[config.mk]
export PLATFORM = sky130hd
export DESIGN_NAME = pipe_trace_buffer
export DESIGN_NICKNAME = d
export VERILOG_FILES = /design/src/rtl/pipe_trace_buffer.sv
export SDC_FILE = /design/constraint.sdc
export NUM_CORES = 1
export LEC_CHECK = 0
export ABC_AREA = 1
export BUFFER_PORTS_ARGS = -buffer_cell sky130_fd_sc_hd__buf_4
export CORE_AREA = 8 8 515 391
export DETAILED_ROUTE_END_ITERATION = 8
export DIE_AREA = 0 0 523 399
export GPL_TIMING_DRIVEN = 0
export PLACE_DENSITY = 0.42
export SETUP_SLACK_MARGIN = 0.15
export SLEW_MARGIN = 40
export SYNTH_ARGS = -nofsm -noshare
export SYNTH_HDL_FRONTEND = slang
export SYNTH_SLANG_ARGS = --single-unit
[constraint.sdc]
create_clock -name clk -period 13.7 [get_ports clk]
set_input_delay 2.74 -clock clk [delete_from_list [all_inputs] [get_ports clk]]
set_output_delay 2.74 -clock clk [all_outputs]
set_load 0.02 [all_outputs]
[src/rtl/pipe_trace_buffer.sv]
// rtl/pipe_trace_buffer.sv - retire-event trace buffer with PC trigger and saturating event counters
//
// Captures {pc, rd, data} of retired write-back events into a DEPTH-entry
// circular buffer. Capture stops POST entries after a PC-match or forced
// trigger, or immediately on stop. Saturating cycle/retire/stall/flush
// counters run while capturing.
//
// Ports:
//   clk, reset (sync, active-low)
//   wb_valid, wb_pc, wb_rd, wb_data   retire event from MEM/WB
//   stall_i, flush_i                  hazard unit bubble / branch flush
//   arm, stop, force_trig             control pulses
//   trig_en, trig_pc                  PC-match trigger
//   rd_en, rd_addr                    read request, 0 = oldest entry
//   rd_valid, rd_hit, rd_pc, rd_rd, rd_data   registered read response
//   state, count                      00 IDLE, 01 ARMED, 10 POST, 11 FROZEN; valid entries
//   cyc_cnt, ret_cnt, stall_cnt, flush_cnt    event counters

module pipe_trace_buffer #(
   parameter int XLEN  = 32,
   parameter int PC_W  = 32,
   parameter int DEPTH = 16,
   parameter int POST  = 4,
   parameter int CNT_W = 32
) (
   input  logic                     clk,
   input  logic                     reset,
   input  logic                     wb_valid,
   input  logic [PC_W-1:0]          wb_pc,
   input  logic [4:0]               wb_rd,
   input  logic [XLEN-1:0]          wb_data,
   input  logic                     stall_i,
   input  logic                     flush_i,
   input  logic                     arm,
   input  logic                     stop,
   input  logic                     trig_en,
   input  logic [PC_W-1:0]          trig_pc,
   input  logic                     force_trig,
   input  logic                     rd_en,
   input  logic [$clog2(DEPTH)-1:0] rd_addr,
   output logic                     rd_valid,
   output logic                     rd_hit,
   output logic [PC_W-1:0]          rd_pc,
   output logic [4:0]               rd_rd,
   output logic [XLEN-1:0]          rd_data,
   output logic [1:0]               state,
   output logic [$clog2(DEPTH):0]   count,
   output logic [CNT_W-1:0]         cyc_cnt,
   output logic [CNT_W-1:0]         ret_cnt,
   output logic [CNT_W-1:0]         stall_cnt,
   output logic [CNT_W-1:0]         flush_cnt
);

   localparam int AW = $clog2(DEPTH);
   localparam logic [AW:0]   FULL = (AW+1)'(DEPTH);
   localparam logic [AW-1:0] PONE = AW'(1);

   typedef enum logic [1:0] {
      S_IDLE   = 2'b00,
      S_ARMED  = 2'b01,
      S_POST   = 2'b10,
      S_FROZEN = 2'b11
   } state_t;

   state_t st, st_nxt;

   logic [PC_W-1:0] mem_pc   [DEPTH];
   logic [4:0]      mem_rd   [DEPTH];
   logic [XLEN-1:0] mem_data [DEPTH];

   logic [AW-1:0] wr_ptr;
   logic [AW-1:0] post_cnt;
   logic          force_pend;

   logic          arm_go, active, wr_en, fire, post_last, cnt_en;
   logic [AW-1:0] rd_phys;
   logic          rd_in;

   function automatic logic [CNT_W-1:0] sat_inc(input logic [CNT_W-1:0] v, input logic en);
      return (en && (v != {CNT_W{1'b1}})) ? v + 1'b1 : v;
   endfunction

   // stop beats arm everywhere; in IDLE that means the pair is a no-op.
   assign arm_go    = arm & ~stop;
   assign active    = (st == S_ARMED) || (st == S_POST);
   // The arm cycle restarts capture rather than recording, and a stop
   // freezes before the same-edge entry lands.
   assign wr_en     = active && wb_valid && !stop && !arm_go;
   assign fire      = (st == S_ARMED) && wr_en &&
                      ((trig_en && (wb_pc == trig_pc)) || force_pend || force_trig);
   assign post_last = (st == S_POST) && wr_en && (post_cnt == PONE);
   // The freeze cycle is counted, the arm cycle is not.
   assign cnt_en    = active && !arm_go;

   assign state = st;

   always_ff @(posedge clk) begin
      if (!reset) st <= S_IDLE;
      else        st <= st_nxt;
   end

   always_comb begin
      st_nxt = st;
      case (st)
         S_IDLE: begin
            if (arm_go) st_nxt = S_ARMED;
         end
         S_ARMED: begin
            if (stop)        st_nxt = S_FROZEN;
            else if (arm_go) st_nxt = S_ARMED;
            else if (fire)   st_nxt = (POST == 0) ? S_FROZEN : S_POST;
         end
         S_POST: begin
            if (stop)           st_nxt = S_FROZEN;
            else if (arm_go)    st_nxt = S_ARMED;
            else if (post_last) st_nxt = S_FROZEN;
         end
         S_FROZEN: begin
            if (arm_go) st_nxt = S_ARMED;
         end
         default: st_nxt = S_IDLE;
      endcase
   end

   always_ff @(posedge clk) begin
      if (!reset) begin
         wr_ptr     <= '0;
         count      <= '0;
         post_cnt   <= '0;
         force_pend <= 1'b0;
         cyc_cnt    <= '0;
         ret_cnt    <= '0;
         stall_cnt  <= '0;
         flush_cnt  <= '0;
      end else if (arm_go) begin
         wr_ptr     <= '0;
         count      <= '0;
         post_cnt   <= '0;
         force_pend <= 1'b0;
         cyc_cnt    <= '0;
         ret_cnt    <= '0;
         stall_cnt  <= '0;
         flush_cnt  <= '0;
      end else begin
         if (wr_en) begin
            wr_ptr <= wr_ptr + 1'b1;
            if (count != FULL) count <= count + 1'b1;
         end
         if (fire)
            post_cnt <= AW'(POST);
         else if ((st == S_POST) && wr_en)
            post_cnt <= post_cnt - 1'b1;
         if (fire)            force_pend <= 1'b0;
         else if (force_trig) force_pend <= 1'b1;
         if (cnt_en) begin
            cyc_cnt   <= sat_inc(cyc_cnt, 1'b1);
            ret_cnt   <= sat_inc(ret_cnt, wb_valid);
            stall_cnt <= sat_inc(stall_cnt, stall_i);
            flush_cnt <= sat_inc(flush_cnt, flush_i);
         end
      end
   end

   always_ff @(posedge clk) begin
      if (wr_en) begin
         mem_pc[wr_ptr]   <= wb_pc;
         mem_rd[wr_ptr]   <= wb_rd;
         mem_data[wr_ptr] <= wb_data;
      end
   end

   // When full, count[AW-1:0] is zero, so the oldest entry sits at wr_ptr.
   assign rd_phys = wr_ptr - count[AW-1:0] + rd_addr;
   assign rd_in   = ({1'b0, rd_addr} < count);

   always_ff @(posedge clk) begin
      if (!reset) begin
         rd_valid <= 1'b0;
         rd_hit   <= 1'b0;
         rd_pc    <= '0;
         rd_rd    <= '0;
         rd_data  <= '0;
      end else begin
         rd_valid <= rd_en;
         if (rd_en) begin
            rd_hit  <= rd_in;
            rd_pc   <= rd_in ? mem_pc[rd_phys]   : '0;
            rd_rd   <= rd_in ? mem_rd[rd_phys]   : '0;
            rd_data <= rd_in ? mem_data[rd_phys] : '0;
         end
      end
   end

endmodule

After elaboration in Yosys (flattened, before gate mapping). Memory sizes are Yosys's and may differ from the RTL's. Cells that the tools add are included.

Register bits after elaboration: 215. Bits in writable memories: 1104. Bits of input ports: 115. Memories kept: 3.

Add/subtract/negate cells: 9. Order comparisons: 1. Equal/unequal tests: 13. Muxes and demuxes: 15. Bitwise gates (word level): 3. Reductions and logical operators: 28.

Memories: mem_data (depth 16, bits a word 32, rd ports 1, clocked after Yosys merged registers in 0, wr ports 1, RTL line 69) `logic [XLEN-1:0] mem_data [DEPTH];`; mem_pc (depth 16, bits a word 32, rd ports 1, clocked after Yosys merged registers in 0, wr ports 1, RTL line 67) `logic [PC_W-1:0] mem_pc [DEPTH];`; mem_rd (depth 16, bits a word 5, rd ports 1, clocked after Yosys merged registers in 0, wr ports 1, RTL line 68) `logic [4:0] mem_rd [DEPTH];`.

Operator list (count): adder 32 x 1 -> 32 bit (second input constant) (4); inequality test 32 bit (second input constant) (4); two-way mux 32 bit (2); equality test 32 bit (1); two-way mux 2 bit (7); logical AND 1 bit (12); AND reduction 2 bit (5); inequality test 4 bit (second input constant) (2); two-way mux 3 bit (2); one-hot mux 2 bit (3 select lines) (1); adder 5 x 1 -> 5 bit (second input constant) (1); less-than comparator 4 x 5 -> 1 bit (1); two-way mux 5 bit (1); inequality test 5 bit (second input constant) (1); adder 4 x 1 -> 4 bit (second input constant) (1); adder 4 bit (1); equality test 2 bit (second input constant) (2); equality test 4 x 1 -> 1 bit (second input constant) (1); OR reduction 2 bit (2); subtractor 4 x 1 -> 4 bit (second input constant) (1); subtractor 4 bit (1); logical OR 1 bit (3); AND reduction 3 bit (1); OR reduction 3 bit (1); 8 further kinds (11).

Logic depth before layout (Yosys ltp).
Depth after elaboration: 11. Mapped depth: 17.

Worst setup path before layout. No wires, ideal clock.

Kind: input -> register. Start: input port arm. End: memory mem_data[11][0], enable pin. Library setup time: 497 ps. Arrival: 6241 ps. Required time: 13203 ps. Path slack: 6962 ps. Stages on the path: 5. Path buffers: 0. Path through: nor2_1 > nand3_1 > inv_2 > nand2_1 > nor2_1.

Word-level cells in the longest chain between the ends: 5.

RTL lines: from (decl) (RTL line 34) `input logic arm,`; AND 1 bit (RTL line 84) `assign arm_go = arm & ~stop;`; zero test 1 bit (RTL line 88) `assign wr_en = active && wb_valid && !stop && !arm_go;`; logical AND 1 bit (RTL line 88); two-way mux 1 bit (RTL line 165) `if (wr_en) begin`; two-way mux 1 bit (implied by the code) (RTL line 168) `mem_data[wr_ptr] <= wb_data;`; to (decl) (RTL line 69).

No other way between the ends.

Worst setup path after layout.
Start: input port rd_addr[1]. End: register rd_data[30].

Word-level cells in the longest chain between the ends: 3. Elaborated cells on any way between the ends: 4.

RTL lines: from (decl) (RTL line 40) `input logic [$clog2(DEPTH)-1:0] rd_addr,`; adder 4 bit (RTL line 173) `assign rd_phys = wr_ptr - count[AW-1:0] + rd_addr;`; memory read (16 x 32 bit); two-way mux 32 bit * (RTL line 189) `rd_data <= rd_in ? mem_data[rd_phys] : '0;`; to (signal assigned) (RTL line 189); to (decl) (RTL line 45) `output logic [XLEN-1:0] rd_data,`.

Every way passes the cells marked *; elsewhere a longest branch is shown, timed or not. A chain may end at the register's enable or synchronous reset.

==> results_dict.tcl <==
set metrics [dict create \
    coreArea_um2 193000 \
    postCtsSetupBuffers 0 \
    ys_seq_elements 1319 \
    drtAntennaViolNets 0 \
    cp.required_ns 14.41 \
    gr-total-overflow 0 \
    portBuffers 320 \
    clk_latency_ns 0.81 \
    grt_pass1_wl_um 277000 \
    endpoint_kind "flip-flop" \
    hp-class "flip-flop to flip-flop" \
    wl_per_cell_um 24.4 \
    fin_skew_ns 0.0420 \
    avgSynthCellArea_um2 11.3 \
    first_iter_violations 3536 \
    powerDensity_nw_per_um2 162 \
    final_area_um2 66000 \
    rows 140 \
    hpwlAfterDp_um 140000 \
    setup_violations 0 \
    startpoint "rd_addr[1]" \
    final_nets 5447 \
    post-route-period-util_pct 47.2 \
    finalPower_mw 10.7 \
    status "finished, final reports clean" \
    post_drt_via_cell_ratio 4.87 \
    crit_fanout 10 \
    tns_ns 0 \
    placed_cell_area_um2 61400 \
    io_pins 321 \
    dr.pass1.iters 6 \
    start_util_pct 27.8 \
    final.min_clock_period_ns 6.47 \
    die_area_um2 209000 \
    die_h_um 399 \
    ys_types 39 \
    clockBufferDepth 3 \
    drc 0 \
    syn-num-nets 4885 \
    die_w_um 523 \
    num_vias 38900 \
    cts_num_sinks 1319 \
    seqCellArea_um2 37500 \
    worstSetupPathType "primary input to flip-flop" \
    slew_headroom_pct 38.5 \
    finalHoldViolCount 0 \
    r2r-start "wr_ptr[1]" \
    synth_warnings 0 \
    ir_drop_uv 136 \
    clock.fmax_mhz 155 \
    grt_pass1_vias 37600 \
    cp-start-kind "primary input" \
    clockRootBuffer "clkbuf_16" \
    syn_area_um2 53700 \
    clkSlewWorstSetupHoldPaths_ns 0.06 \
    worstMarginPinSlew_ns 0.922 \
    antenna_found_initial 23 \
    cts.repair.resized 0 \
    yosysTopAreaCell "edfxtp_1" \
    cts_max_level 4 \
    drt-total-wl_um 195000 \
    cts_hold_buffers 0 \
    track_usage_pct 18.1 \
    ys_seq_area_share_pct 69.8 \
    synth_top_area_share_pct 61.8 \
    synth.area.top_cells "edfxtp_1 (62%), nand2_1 (9.3%), dfxtp_1 (8.0%), a21oi_1 (5.2%), a32o_1 (2.5%)" \
    min-delay-start "rd_data[3]" \
    multi_input_area_um2 14600 \
    rsz0062_at_grt "no" \
    fillerInstances 19300 \
    grt_max_degree 19 \
    slew_violations 0 \
    drive_gt1_share_pct 13.4 \
    synth_cells 4746 \
    p_leak_nw 22.6 \
    cts_tree "done" \
    syn_to_final_growth_pct 22.9 \
    arrival_ns 7.19 \
    cts_buffers 143 \
    max_cap_violations 0 \
    gp_congestion 0.812 \
]
[per-stage QoR]
| step | hold WS [ns] | worst slack [ns] | instances | util, % |
|---|---|---|---|---|
| after detailed placement | 0.457 | 6.33 | 7718 | 31.9 |
| after global routing | 0.481 | 7.17 | 7984 | 34.2 |
| after global placement | 0.456 | 2.53 | 7622 | 30.7 |
| after floorplan | 0.453 | 6.96 | 4746 | - |
| after CTS | 0.467 | 7.16 | 7977 | 34.2 |
| final | 0.466 | 7.23 | 7987 | 34.2 |
[per-layer routing]
metal / GRT usage [%] / up-vias / share of wire, %
met2: 27.3 / 1118 / 44
met4: 4.60 / 2 / 2.1
met5: 0 / - / 0.0041
met3: 2.74 / 210 / 5.5
li1: - / 18200 / -
met1: 27.0 / 19400 / 49
[final cells by class]
class / instances / area share (%)
Clock inverter: 65 / 0.914
Tap cell: 2556 / 4.85
Antenna cell: 9 / 0.0341
Clock buffer: 194 / 5.91
Sequential cell: 1319 / 56.8
Timing Repair Buffer: 417 / 6.63
Multi-Input combinational cell: 2955 / 22.1
Inverter: 203 / 1.15
Buffer: 269 / 1.65
[cells in the final DEF (no fill, tap or decap), types with 13 or more instances in the layout]
cell	count
o21ai_0	125
buf_8	44
clkbuf_1	227
nor3_1	56
buf_4	326
nand2_1	1334
a21oi_1	558
clkinv_2	20
edfxtp_1	1104
buf_16	45
inv_2	23
clkbuf_16	143
a32oi_1	22
nor2_1	207
clkbuf_8	13
dfxtp_1	215
nand4_1	36
o21a_1	21
a31oi_1	13
nand3_1	144
buf_2	37
ha_1	21
clkbuf_2	21
nor2_4	17
a32o_1	136
o21ai_1	73
clkinv_1	24
a22oi_1	114
buf_1	20
inv_1	180
[worst paths after layout]
check        cells past startpoint  slack, ns     endpoint
min reg2reg                      2       0.47   rd_data[3]
min                              2       0.47   rd_data[3]
max reg2reg                     16       8.86  rd_data[30]
max                             17       7.23  rd_data[30]
[synthesized netlist by cell type, drive strengths merged]
| cell type | n |
|---|---|
| nand3 | 145 |
| a31oi | 13 |
| edfxtp | 1104 |
| a22oi | 114 |
| xor2 | 12 |
| dfxtp | 215 |
| clkbuf | 209 |
| a32oi | 22 |
| nand4 | 36 |
| ha | 21 |
| buf | 60 |
| a211oi | 1 |
| xnor2 | 12 |
| a41oi | 1 |
| nand3b | 4 |
| fa | 3 |
| and3 | 2 |
| o21a | 21 |
| nor3 | 60 |
| a32o | 136 |
| inv | 203 |
| nor3b | 11 |
| nor2 | 226 |
| nor4 | 11 |
| a21oi | 558 |
| and2 | 1 |
| or2 | 3 |
| a21o | 1 |
| o21ai | 198 |
| nand2 | 1334 |
| o31ai | 2 |
| o22ai | 7 |
[worst max-delay path: stages]
cell and delay [ns]:
buf_4 0.09, inv_1 0.05, fa_1 0.54, inv_1 0.07, fa_1 0.57, inv_2 0.49
clkbuf_2 0.50, buf_16 0.21, buf_1 0.53, o21ai_0 0.20, o22ai_1 0.20, nand2_1 0.07
nand2_1 0.07, nand2_1 0.05, nand2_1 0.27, nand2_1 0.27, a21oi_1 0.19
[cells by family (layout without fill, tap and decap cells)]
logic type,count (synthesis),after routing,synth area share (%)
other cells,0,9,0
flops,1319,1319,69.8
buf+inv,472,1148,3.39
compound gates,1074,1074,12.1
fa+ha+maj,24,24,0.601
xor+xnor,24,24,0.392
simple gates,1833,1833,13.7
[power breakdown]
group / leakage (nW) / switching [mW] / internal, mW
clock network: 2.19 / 1.70 / 2.09
registers: 11.7 / 0.0278 / 4.39
logic: 8.75 / 1.79 / 0.695
[sequential cells by signal, indices dropped and copies added, names as in the netlist, 2 cells and up]
name / count
cyc_cnt: 32
count: 5
mem_data: 512
ret_cnt: 32
rd_pc: 32
rd_data: 32
mem_pc: 512
flush_cnt: 32
state: 2
post_cnt: 4
stall_cnt: 32
mem_rd: 80
wr_ptr: 4
rd_rd: 5
(Power assumes the default switching activity.)
